### src/rtl/yutorina_reset_ctrl.sv
// Chip reset controller. Synchronises and debounces a reset push-switch, watches
// clock-generator lock, and sequences chip_rst through WAIT_LOCK / HOLD / RUN.
module yutorina_reset_ctrl #(
  parameter int DEBOUNCE_CYCLES = 16,
  parameter int HOLD_CYCLES     = 8
) (
  input  logic       clk,
  input  logic       rst,
  input  logic       rst_sw,
  input  logic       locked,
  output logic       chip_rst,
  output logic [1:0] rst_state,
  output logic [1:0] rst_cause,
  output logic [7:0] rst_count
);

  localparam int DB_W   = (DEBOUNCE_CYCLES > 1) ? $clog2(DEBOUNCE_CYCLES) : 1;
  localparam int HOLD_W = (HOLD_CYCLES > 1) ? $clog2(HOLD_CYCLES) : 1;
  localparam logic [DB_W-1:0]   DB_LAST   = DB_W'(DEBOUNCE_CYCLES - 1);
  localparam logic [HOLD_W-1:0] HOLD_LAST = HOLD_W'(HOLD_CYCLES - 1);

  localparam logic [1:0] CAUSE_POR    = 2'b00;
  localparam logic [1:0] CAUSE_SWITCH = 2'b01;
  localparam logic [1:0] CAUSE_LOCK   = 2'b10;

  typedef enum logic [1:0] {
    WAIT_LOCK = 2'b00,
    HOLD      = 2'b01,
    RUN       = 2'b10
  } state_t;

  logic            sw_s1, sw_s2, lk_s1, lk_s2;
  logic [DB_W-1:0] db_cnt;
  logic            db_level, db_prev;

  state_t            state, next_state;
  logic [HOLD_W-1:0] hold_cnt, next_hold_cnt;
  logic [1:0]        next_cause;
  logic [7:0]        next_count, count_inc;
  logic              sw_rise;

  always_ff @(posedge clk) begin
    if (rst) begin
      sw_s1 <= 1'b0;
      sw_s2 <= 1'b0;
      lk_s1 <= 1'b0;
      lk_s2 <= 1'b0;
    end else begin
      sw_s1 <= rst_sw;
      sw_s2 <= sw_s1;
      lk_s1 <= locked;
      lk_s2 <= lk_s1;
    end
  end

  // The level only flips after DEBOUNCE_CYCLES consecutive disagreeing samples.
  always_ff @(posedge clk) begin
    if (rst) begin
      db_cnt   <= '0;
      db_level <= 1'b0;
      db_prev  <= 1'b0;
    end else begin
      db_prev <= db_level;
      if (sw_s2 != db_level) begin
        if (db_cnt == DB_LAST) begin
          db_level <= sw_s2;
          db_cnt   <= '0;
        end else begin
          db_cnt <= db_cnt + DB_W'(1);
        end
      end else begin
        db_cnt <= '0;
      end
    end
  end

  assign sw_rise   = db_level & ~db_prev;
  assign count_inc = (rst_count == 8'hFF) ? 8'hFF : rst_count + 8'd1;

  always_comb begin
    next_state    = state;
    next_hold_cnt = hold_cnt;
    next_cause    = rst_cause;
    next_count    = rst_count;
    case (state)
      WAIT_LOCK: begin
        if (lk_s2) begin
          next_state    = HOLD;
          next_hold_cnt = '0;
        end
      end
      HOLD: begin
        if (!lk_s2) begin
          next_state = WAIT_LOCK;
        end else if (db_level) begin
          next_hold_cnt = '0;
        end else if (hold_cnt == HOLD_LAST) begin
          next_state = RUN;
        end else begin
          next_hold_cnt = hold_cnt + HOLD_W'(1);
        end
      end
      RUN: begin
        // Lock loss wins over a simultaneous switch press.
        if (!lk_s2) begin
          next_state = WAIT_LOCK;
          next_cause = CAUSE_LOCK;
          next_count = count_inc;
        end else if (sw_rise) begin
          next_state    = HOLD;
          next_hold_cnt = '0;
          next_cause    = CAUSE_SWITCH;
          next_count    = count_inc;
        end
      end
      default: begin
        next_state = WAIT_LOCK;
      end
    endcase
  end

  always_ff @(posedge clk) begin
    if (rst) begin
      state     <= WAIT_LOCK;
      hold_cnt  <= '0;
      chip_rst  <= 1'b1;
      rst_cause <= CAUSE_POR;
      rst_count <= 8'd0;
    end else begin
      state     <= next_state;
      hold_cnt  <= next_hold_cnt;
      chip_rst  <= (next_state != RUN);
      rst_cause <= next_cause;
      rst_count <= next_count;
    end
  end

  assign rst_state = state;

endmodule

### config.mk
export PLATFORM = sky130hd
export DESIGN_NAME = yutorina_reset_ctrl
export DESIGN_NICKNAME = d
export VERILOG_FILES = /design/src/rtl/yutorina_reset_ctrl.sv
export SDC_FILE = /design/constraint.sdc
export NUM_CORES = 1
export LEC_CHECK = 0
export CAP_MARGIN = 20
export CORE_UTILIZATION = 49
export CTS_BUF_LIST = sky130_fd_sc_hd__clkbuf_4
export DETAILED_ROUTE_END_ITERATION = 12
export PLACE_DENSITY_LB_ADDON = 0.12
export SLEW_MARGIN = 20
export SYNTH_ARGS = -nofsm -noshare
export SYNTH_HDL_FRONTEND = slang
export SYNTH_SLANG_ARGS = --single-unit
### constraint.sdc
create_clock -name clk -period 1.5 [get_ports clk]
set_input_delay 0.3 -clock clk [delete_from_list [all_inputs] [get_ports clk]]
set_output_delay 0.3 -clock clk [all_outputs]
set_load 0.05 [all_outputs]
Word level (Yosys, flattened, before mapping)
Cells that the tools add are included.
Operators by class
  equal/unequal tests: 13
  reduce and logical (&&, ||, !) cells: 6
  bitwise gates (word level): 3
  muxes and demuxes: 19
  add/sub/neg operators: 3
Operator list (number)
  two-way mux 8 bit: 3
  two-way mux 3 bit: 6
  two-way mux 2 bit: 8
  inequality test 2 bit (second input constant): 5
  case mux 3 bit (3 select lines): 1
  adder 8 x 1 -> 8 bit (second input constant): 1
  == test 8 bit (second input constant): 1
  case mux 2 bit (3 select lines): 1
  AND reduction 6 bit: 1
  adder 4 x 1 -> 4 bit (second input constant): 1
  == test 4 bit (second input constant): 1
  AND reduction 2 bit: 2
  adder 3 x 1 -> 3 bit (second input constant): 1
  == test 3 bit (second input constant): 1
  inequality test 3 bit (second input constant): 1
  nonzero test 3 bit: 1
  OR reduction 3 bit: 1
  == test 2 x 1 -> 1 bit (second input constant): 1
  == test 2 bit (second input constant): 1
  logical NOT 2 bit: 1
  inequality test 2 x 1 -> 1 bit (second input constant): 1
  NOT 1 bit: 2
  bitwise AND 1 bit: 1
  inequality test 1 bit: 1
Word-level totals
  input bits: 4
  bits in registers: 26

Logic depth before layout (Yosys ltp)
Gate-level depths: netlist of the first run.
  depth in word-level cells: 6
  gate-level depth with buffers: 6

Worst setup path before layout of the first run
Ideal clock, no wire load.
  path type: reg-to-reg
  from: reg rst_count[0]
  to: reg rst_count[3]
  arrival time: 1.646 ns
  slack: -0.237 ns
  data required time: 1.409 ns
  buffers on the path: 1
  library setup time: 0.091 ns
  cell stages (with the launch flop): 6
  cell sequence: dfxtp_1 > ha_1 > clkbuf_1 > a32o_1 > a31oi_1 > a311oi_1
On the way
  longest elaborated chain between the ends: 4
  elaborated cells between the ends (all ways): 5
RTL lines
  start, declared: line 14  | output logic [7:0] rst_count
  start signal, assigned: line 134  | rst_count <= next_count;
  adder 8 x 1 -> 8 bit / == test 8 bit (equally long branches): line 78  | assign count_inc = (rst_count == 8'hFF) ? 8'hFF : rst_count + 8'd1;
  two-way mux 8 bit (*): line 78
  two-way mux 8 bit: line 109  | end else if (sw_rise) begin
  two-way mux 8 bit (*): line 105  | if (!lk_s2) begin
Every way passes the cells marked *; elsewhere a longest branch is shown, timed or not. The select of a mux whose other input is x is not followed.
A chain may end at the register's enable or synchronous reset.

Final worst setup path of the first run
  from: reg hold_cnt[0]
  to: reg hold_cnt[0]
On the way
  longest elaborated chain between the ends: 5
  elaborated cells between the ends (all ways): 8
RTL lines
  start, declared: line 37  | logic [HOLD_W-1:0] hold_cnt, next_hold_cnt;
  start signal, assigned: line 131  | hold_cnt <= next_hold_cnt;
  adder 3 x 1 -> 3 bit: line 100  | next_hold_cnt = hold_cnt + HOLD_W'(1);
  two-way mux 3 bit: line 97  | end else if (hold_cnt == HOLD_LAST) begin
  two-way mux 3 bit: line 95  | end else if (db_level) begin
  two-way mux 3 bit: line 93  | if (!lk_s2) begin
  case mux 3 bit (3 select lines): line 85  | case (state)
Parallel ways exist; a longest one is shown, timed or not. The select of a mux whose other input is x is not followed.

==> results of run 1 <==
-- cells in the mapped netlist, types with 2 or more instances --
cell type | number | area (um^2)
o21ai_0 | 4 | 20.0
nand3_1 | 4 | 20.0
clkbuf_1 | 2 | 7.51
a31oi_1 | 4 | 25.0
nor3_1 | 4 | 20.0
nand2_1 | 8 | 30.0
nor2b_1 | 7 | 43.8
inv_1 | 5 | 18.8
mux2i_1 | 3 | 30.0
and3_1 | 2 | 12.5
nor2_1 | 10 | 37.5
nand3b_1 | 2 | 15.0
ha_1 | 4 | 50.1
dfxtp_1 | 26 | 521
a311oi_1 | 3 | 26.3
nand2b_4 | 2 | 27.5
xnor2_1 | 2 | 17.5
a21oi_1 | 8 | 40.0
-- state kept, by name, indices dropped and copies added, names as in the netlist --
name / count
chip_rst: 1
db_cnt: 4
db_level: 1
db_prev: 1
hold_cnt: 3
lk_s1: 1
lk_s2: 1
rst_cause: 2
rst_count: 8
rst_state: 2
sw_s1: 1
sw_s2: 1
-- per-layer routing --
metal	wire length, um	part of all wire (%)	vias up	GRT usage (%)
met4	27	1.1	0	9.52
met3	56	2.4	4	4.01
met2	1240	52	13	36.7
met5	0	0	-	0
li1	-	-	486	-
met1	1050	44	485	23.4
-- repair_timing --
action | CTS | global route
pin swaps | 0 | 4
gates resized for setup | 2 | 5
endpoints found under the setup margin | 1 | 3
setup buffers | 0 | 1
-- area by class of cell --
type                            count  area share, %
Clock inverter                      1          0.236
Inverter                            5           1.18
Timing Repair Buffer               29           24.4
Clock buffer                        3           1.41
Tap cell                           28           2.20
Sequential cell                    26           33.5
Multi-Input combinational cell     84           37.2
-- placed cells by master, fill, tap and decap left out, types with 2 or more instances in the layout --
master / instances
o21ai_0: 4
a31oi_1: 4
a21oi_1: 6
nand2_1: 8
clkdlybuf4s50_1: 3
a311oi_1: 3
and3_1: 2
nor2_1: 10
buf_4: 13
mux2i_1: 3
buf_12: 13
a21oi_2: 3
dfxtp_2: 10
nand2b_4: 3
ha_1: 3
nand3b_1: 2
inv_1: 5
nor2b_1: 7
nand3_1: 4
dfxtp_1: 16
clkbuf_4: 3
xnor2_1: 2
nor3_1: 4
-- worst register-to-register path: stages (launching register included) --
cell and delay (ps):
dfxtp_2 370, ha_1 150, ha_2 180, a21oi_2 60, a21oi_2 150, and4bb_2 240, a31o_2 200
-- path summary, 6_finish.rpt --
check / from / endpoint / slack (ps) / depth (start not counted)
worst max-delay path: hold_cnt[0] / hold_cnt[0] / 60 / 6
worst min-delay path: sw_s1 / sw_s2 / 470 / 1
worst max register to register: hold_cnt[0] / hold_cnt[0] / 60 / 6
worst min register to register: sw_s1 / sw_s2 / 470 / 1
-- stage by stage --
stage | hold WS, ps | total power, mW | instances | worst slack (ps) | util, %
global route | 487 | 1.08 | 176 | -10.7 | 72.7
floorplan | 372 | 0.735 | 118 | -27.7 | -
detailed placement | 439 | 0.760 | 171 | -46.5 | 70.2
CTS | 468 | 1.05 | 175 | 3.31 | 71.9
finish | 465 | 1.04 | 176 | 56.1 | 72.7
global placement | 429 | 0.759 | 171 | -20.4 | 70.2
-- power breakdown --
group / switching, mW / leakage (nW) / internal, mW / total, mW
registers: 0.00612 / 0.216 / 0.697 / 0.703
clock network: 0.197 / 0.0154 / 0.0973 / 0.295
logic: 0.0205 / 0.372 / 0.0235 / 0.0440
total: 0.224 / 0.603 / 0.818 / 1.04
-- cell families after synthesis --
kind of cell	Yosys count	share of synthesized area [%]
fa+ha+maj	4	4.43
flops	26	46.1
mux	3	2.66
compound gates	25	16.2
xor+xnor	3	2.33
simple gates	49	25.3
buf+inv	8	2.99
==> flow_summary.json, run 1 <==
{
  "status": "finished clean",
  "place_hpwl_um": 1730,
  "cp_num_buf_inv": 0,
  "path_clk_slew_ps": 140,
  "drtIter0Drc": 17,
  "fillCellCount": 159,
  "crit_type": "flip-flop to flip-flop",
  "grt-ovfl-total": 0,
  "layout-drive-gt1-share_pct": 33.8,
  "antenna_found_initial": 0,
  "layout.nets": 157,
  "critPathCaptureType": "flip-flop",
  "cp.required_ps": 1730,
  "synth_area_um2": 1130,
  "clockBufferDepth": 2,
  "h-tree-depth": 1,
  "synth-async-reset-ratio_pct": 0,
  "tns_ps": 0,
  "crit_path_start_kind": "flip-flop",
  "coreArea_um2": 2190,
  "fmax_mhz": 693,
  "die-width_um": 50.0,
  "path_common_cell": "a21oi_2",
  "worst_pin_slew_ps": 467,
  "clock-root-buffer": "clkbuf_4",
  "ys.flop_type": "dfxtp_1",
  "p_leak_nw": 0.603,
  "fin_area_um2": 1590,
  "placed_cell_area_um2": 1540,
  "detail-route-antenna-nets": 0,
  "wirelength_um": 2370,
  "syn_area_per_cell_um2": 9.56,
  "grt_util_all_layers_pct": 20.7,
  "cts.sinks": 26,
  "hp-class": "flip-flop to flip-flop",
  "via_per_inst": 5.61,
  "pin_count": 17,
  "cp_max_fo": 3,
  "insertion_delay_ps": 320,
  "cts_tree": "done",
  "crit_family": "compound AO/OA/AOI/OAI gates",
  "drv_slew": 0,
  "synth_cells": 118,
  "post-route-period-util_pct": 96.3,
  "grt_pass1_wl_um": 3930,
  "ys_seq_area_share_pct": 46.1,
  "synthToLayoutAreaGrowth_pct": 41.1,
  "grt_pass1_vias": 927,
  "io_buffers": 16,
  "max-cap-violations": 0,
  "diodes": 0,
  "rows": 17,
  "max_stage_delay_ps": 370,
  "crit_chain": "ha_1, ha_2, a21oi_2, a21oi_2, and4bb_2, a31o_2",
  "multi_input_area_um2": 592,
  "arrival_ps": 1670,
  "hold_buffers": 0,
  "synth_edf_count": 0,
  "seqCellArea_um2": 533,
  "ys_ff_latch": 26,
  "cts-buffers-inserted": 3,
  "slowest_stage": "dfxtp_2",
  "avgRoutedWirePerCell_um": 13.4,
  "gp_congestion": 0.790,
  "timing.final.hold_violations": 0,
  "route.vias.total": 988,
  "grt_max_degree": 15,
  "p_per_area_nw_per_um2": 654,
  "first_pass_iters": 4,
  "ys_warn_count": 0,
  "dieArea_um2": 2500,
  "die_h_um": 50.0,
  "ys_types": 36,
  "start_util_pct": 51.5,
  "skew_ps": 8.51,
  "synth_fp_nets": 126,
  "fin_crit_ps": 1440,
  "setup_viol": 0,
  "rsz0062_at_grt": "yes",
  "peakVddDrop_mv": 0.442,
  "drc": 0,
  "slew_headroom_pct": 68.4
}
Power figures use the tool's default switching activity.
==> run 2: changes to the inputs <==
--- a/config.mk
+++ b/config.mk
@@ -10,6 +10,7 @@
 export CTS_BUF_LIST = sky130_fd_sc_hd__clkbuf_4
 export DETAILED_ROUTE_END_ITERATION = 12
 export PLACE_DENSITY_LB_ADDON = 0.12
+export SETUP_SLACK_MARGIN = 0.05
 export SLEW_MARGIN = 20
 export SYNTH_ARGS = -nofsm -noshare
 export SYNTH_HDL_FRONTEND = slang
==> flow_summary.json, run 2 (synthesis results as in run 1) <==
{
  "fin_crit_ps": 1430,
  "peakVddDrop_mv": 0.724,
  "io_buffers": 16,
  "critPathCapture": "hold_cnt[0]",
  "worstSetupStartpoint": "hold_cnt[0]",
  "clockBufferDepth": 2,
  "crit_path_start_kind": "flip-flop",
  "p_seq_share_pct": 56.9,
  "setup_slack_ps": 72.4,
  "route.vias.total": 990,
  "layout.nets": 161,
  "dpl_worst_slack_ps": -57.3,
  "antenna_found_initial": 0,
  "p_clk_share_pct": 39.3,
  "die-width_um": 50.0,
  "insertion_delay_ps": 320,
  "finish.utilization_pct": 76.8,
  "crit_type": "flip-flop to flip-flop",
  "avgRoutedWirePerCell_um": 14.4,
  "top_register": "rst_count",
  "dieArea_um2": 2500,
  "arrival_ps": 1660,
  "synthToLayoutAreaGrowth_pct": 49.1,
  "fmax_mhz": 700,
  "post-route-period-util_pct": 95.2,
  "via_per_inst": 5.50,
  "most-common-layout-cells": "17 x buf_4, 14 x dfxtp_1, 13 x buf_12, 10 x nor2_1, 9 x dfxtp_2",
  "fillCellCount": 167,
  "grt_util_all_layers_pct": 22.6,
  "rows": 17,
  "p_leak_nw": 0.636,
  "pin_count": 17,
  "hold_buffers": 0,
  "largest_reg_flops": 8,
  "path_clk_slew_ps": 140,
  "rrSetupSlack_ps": 70,
  "min_from": "lk_s1",
  "critPathCaptureType": "flip-flop",
  "h-tree-depth": 1,
  "first_pass_iters": 4,
  "wirelength_um": 2590,
  "whs_ps": 460,
  "diodes": 0,
  "grt-ovfl-total": 0,
  "worst_pin_slew_ps": 381,
  "status": "finished clean",
  "cp_max_fo": 3,
  "max-cap-violations": 0,
  "reg_top3": "rst_count x8, db_cnt x4, hold_cnt x3",
  "coreArea_um2": 2190,
  "start_util_pct": 51.5,
  "place_hpwl_um": 1800,
  "layoutNonFillerInstCount": 180,
  "drc": 0,
  "timing.final.hold_violations": 0,
  "placed_cell_area_um2": 1530,
  "detail-route-antenna-nets": 0,
  "gp_congestion": 0.735,
  "rr_startpoint": "hold_cnt[0]",
  "drtIter0Drc": 7,
  "slew_headroom_pct": 74.2,
  "cts-buffers-inserted": 3,
  "die_h_um": 50.0,
  "rsz0062_at_grt": "yes",
  "tns_ps": 0,
  "cts_tree": "done",
  "grt_max_degree": 16,
  "drv_slew": 0,
  "finalPower_mw": 1.23,
  "cts.sinks": 26,
  "p_switching_mw": 0.239,
  "cp.required_ps": 1730,
  "fin_area_um2": 1680,
  "p_per_area_nw_per_um2": 729,
  "p_sw_share_pct": 19.5,
  "skew_ps": 2.32,
  "r2r-end": "hold_cnt[0]",
  "setup_viol": 0,
  "clock-root-buffer": "clkbuf_4",
  "layout_commonest_cell": "buf_4",
  "grt_pass1_wl_um": 4310,
  "layout-drive-gt1-share_pct": 40.1,
  "hp-class": "flip-flop to flip-flop",
  "ff2ff_path_depth": 6,
  "grt_pass1_vias": 963,
  "dp.cells": 169,
  "combPwrFrac_pct": 3.8,
  "intPower_mw": 0.987
}
-- run 2: changes by cell type in the layout (fill, tap and decap cells not counted), moves of 2 or more --
cell     delta
buf_4       +4
dfxtp_4     +3
dfxtp_1     -2
ha_1        -2
-- run 2: timing repair --
action	CTS	global route
pin swaps	1	4
buffers inserted	2	5
resized for setup	6	6
endpoints found under the setup margin	3	6
-- run 2: how the worst min path moves through the flow --
stage / to / slack [ps] / cells past startpoint
5_1_grt: lk_s2 / 470 / 1
4_1_cts: lk_s2 / 460 / 1
6_report: lk_s2 / 460 / 1
3_3_place_gp: sw_s2 / 430 / 1
3_5_place_dp: lk_s2 / 430 / 1
2_1_floorplan: db_prev / 370 / 1
-- run 2: final cells by class --
cell class	count	area, um^2	share of cell area, %
multi-input combinational	84	616	36.6
sequential	26	543	32.3
timing repair buffer	33	418	24.8
tap	28	35.0	2.08
clock inverter	1	30.0	1.78
clock buffer	3	22.5	1.34
inverter	5	18.8	1.12
-- run 2: per-layer routing --
layer,vias to the layer above,routed length [um],part of all wire [%],global-route usage [%]
li1,490,-,-,-
met4,0,26,1.0,7.14
met1,477,1120,43,26.3
met3,4,58,2.2,2.78
met2,19,1390,54,41.8
met5,-,0,0,0
-- run 2: power by group through the flow --
stage | registers (mW) | logic (mW) | clock network, mW
CTS | 0.698 | 0.0454 | 0.487
global route | 0.699 | 0.0503 | 0.517
global placement | 0.712 | 0.0423 | 0
finish | 0.698 | 0.0466 | 0.482
detailed placement | 0.712 | 0.0437 | 0
floorplan | 0.714 | 0.0153 | 0
-- run 2: worst max-delay path, stage by stage (launching register included) --
cell	delay (ps)
dfxtp_2	360
ha_2	180
ha_4	130
a21oi_2	50
a21oi_2	150
and4bb_2	250
a31o_2	210
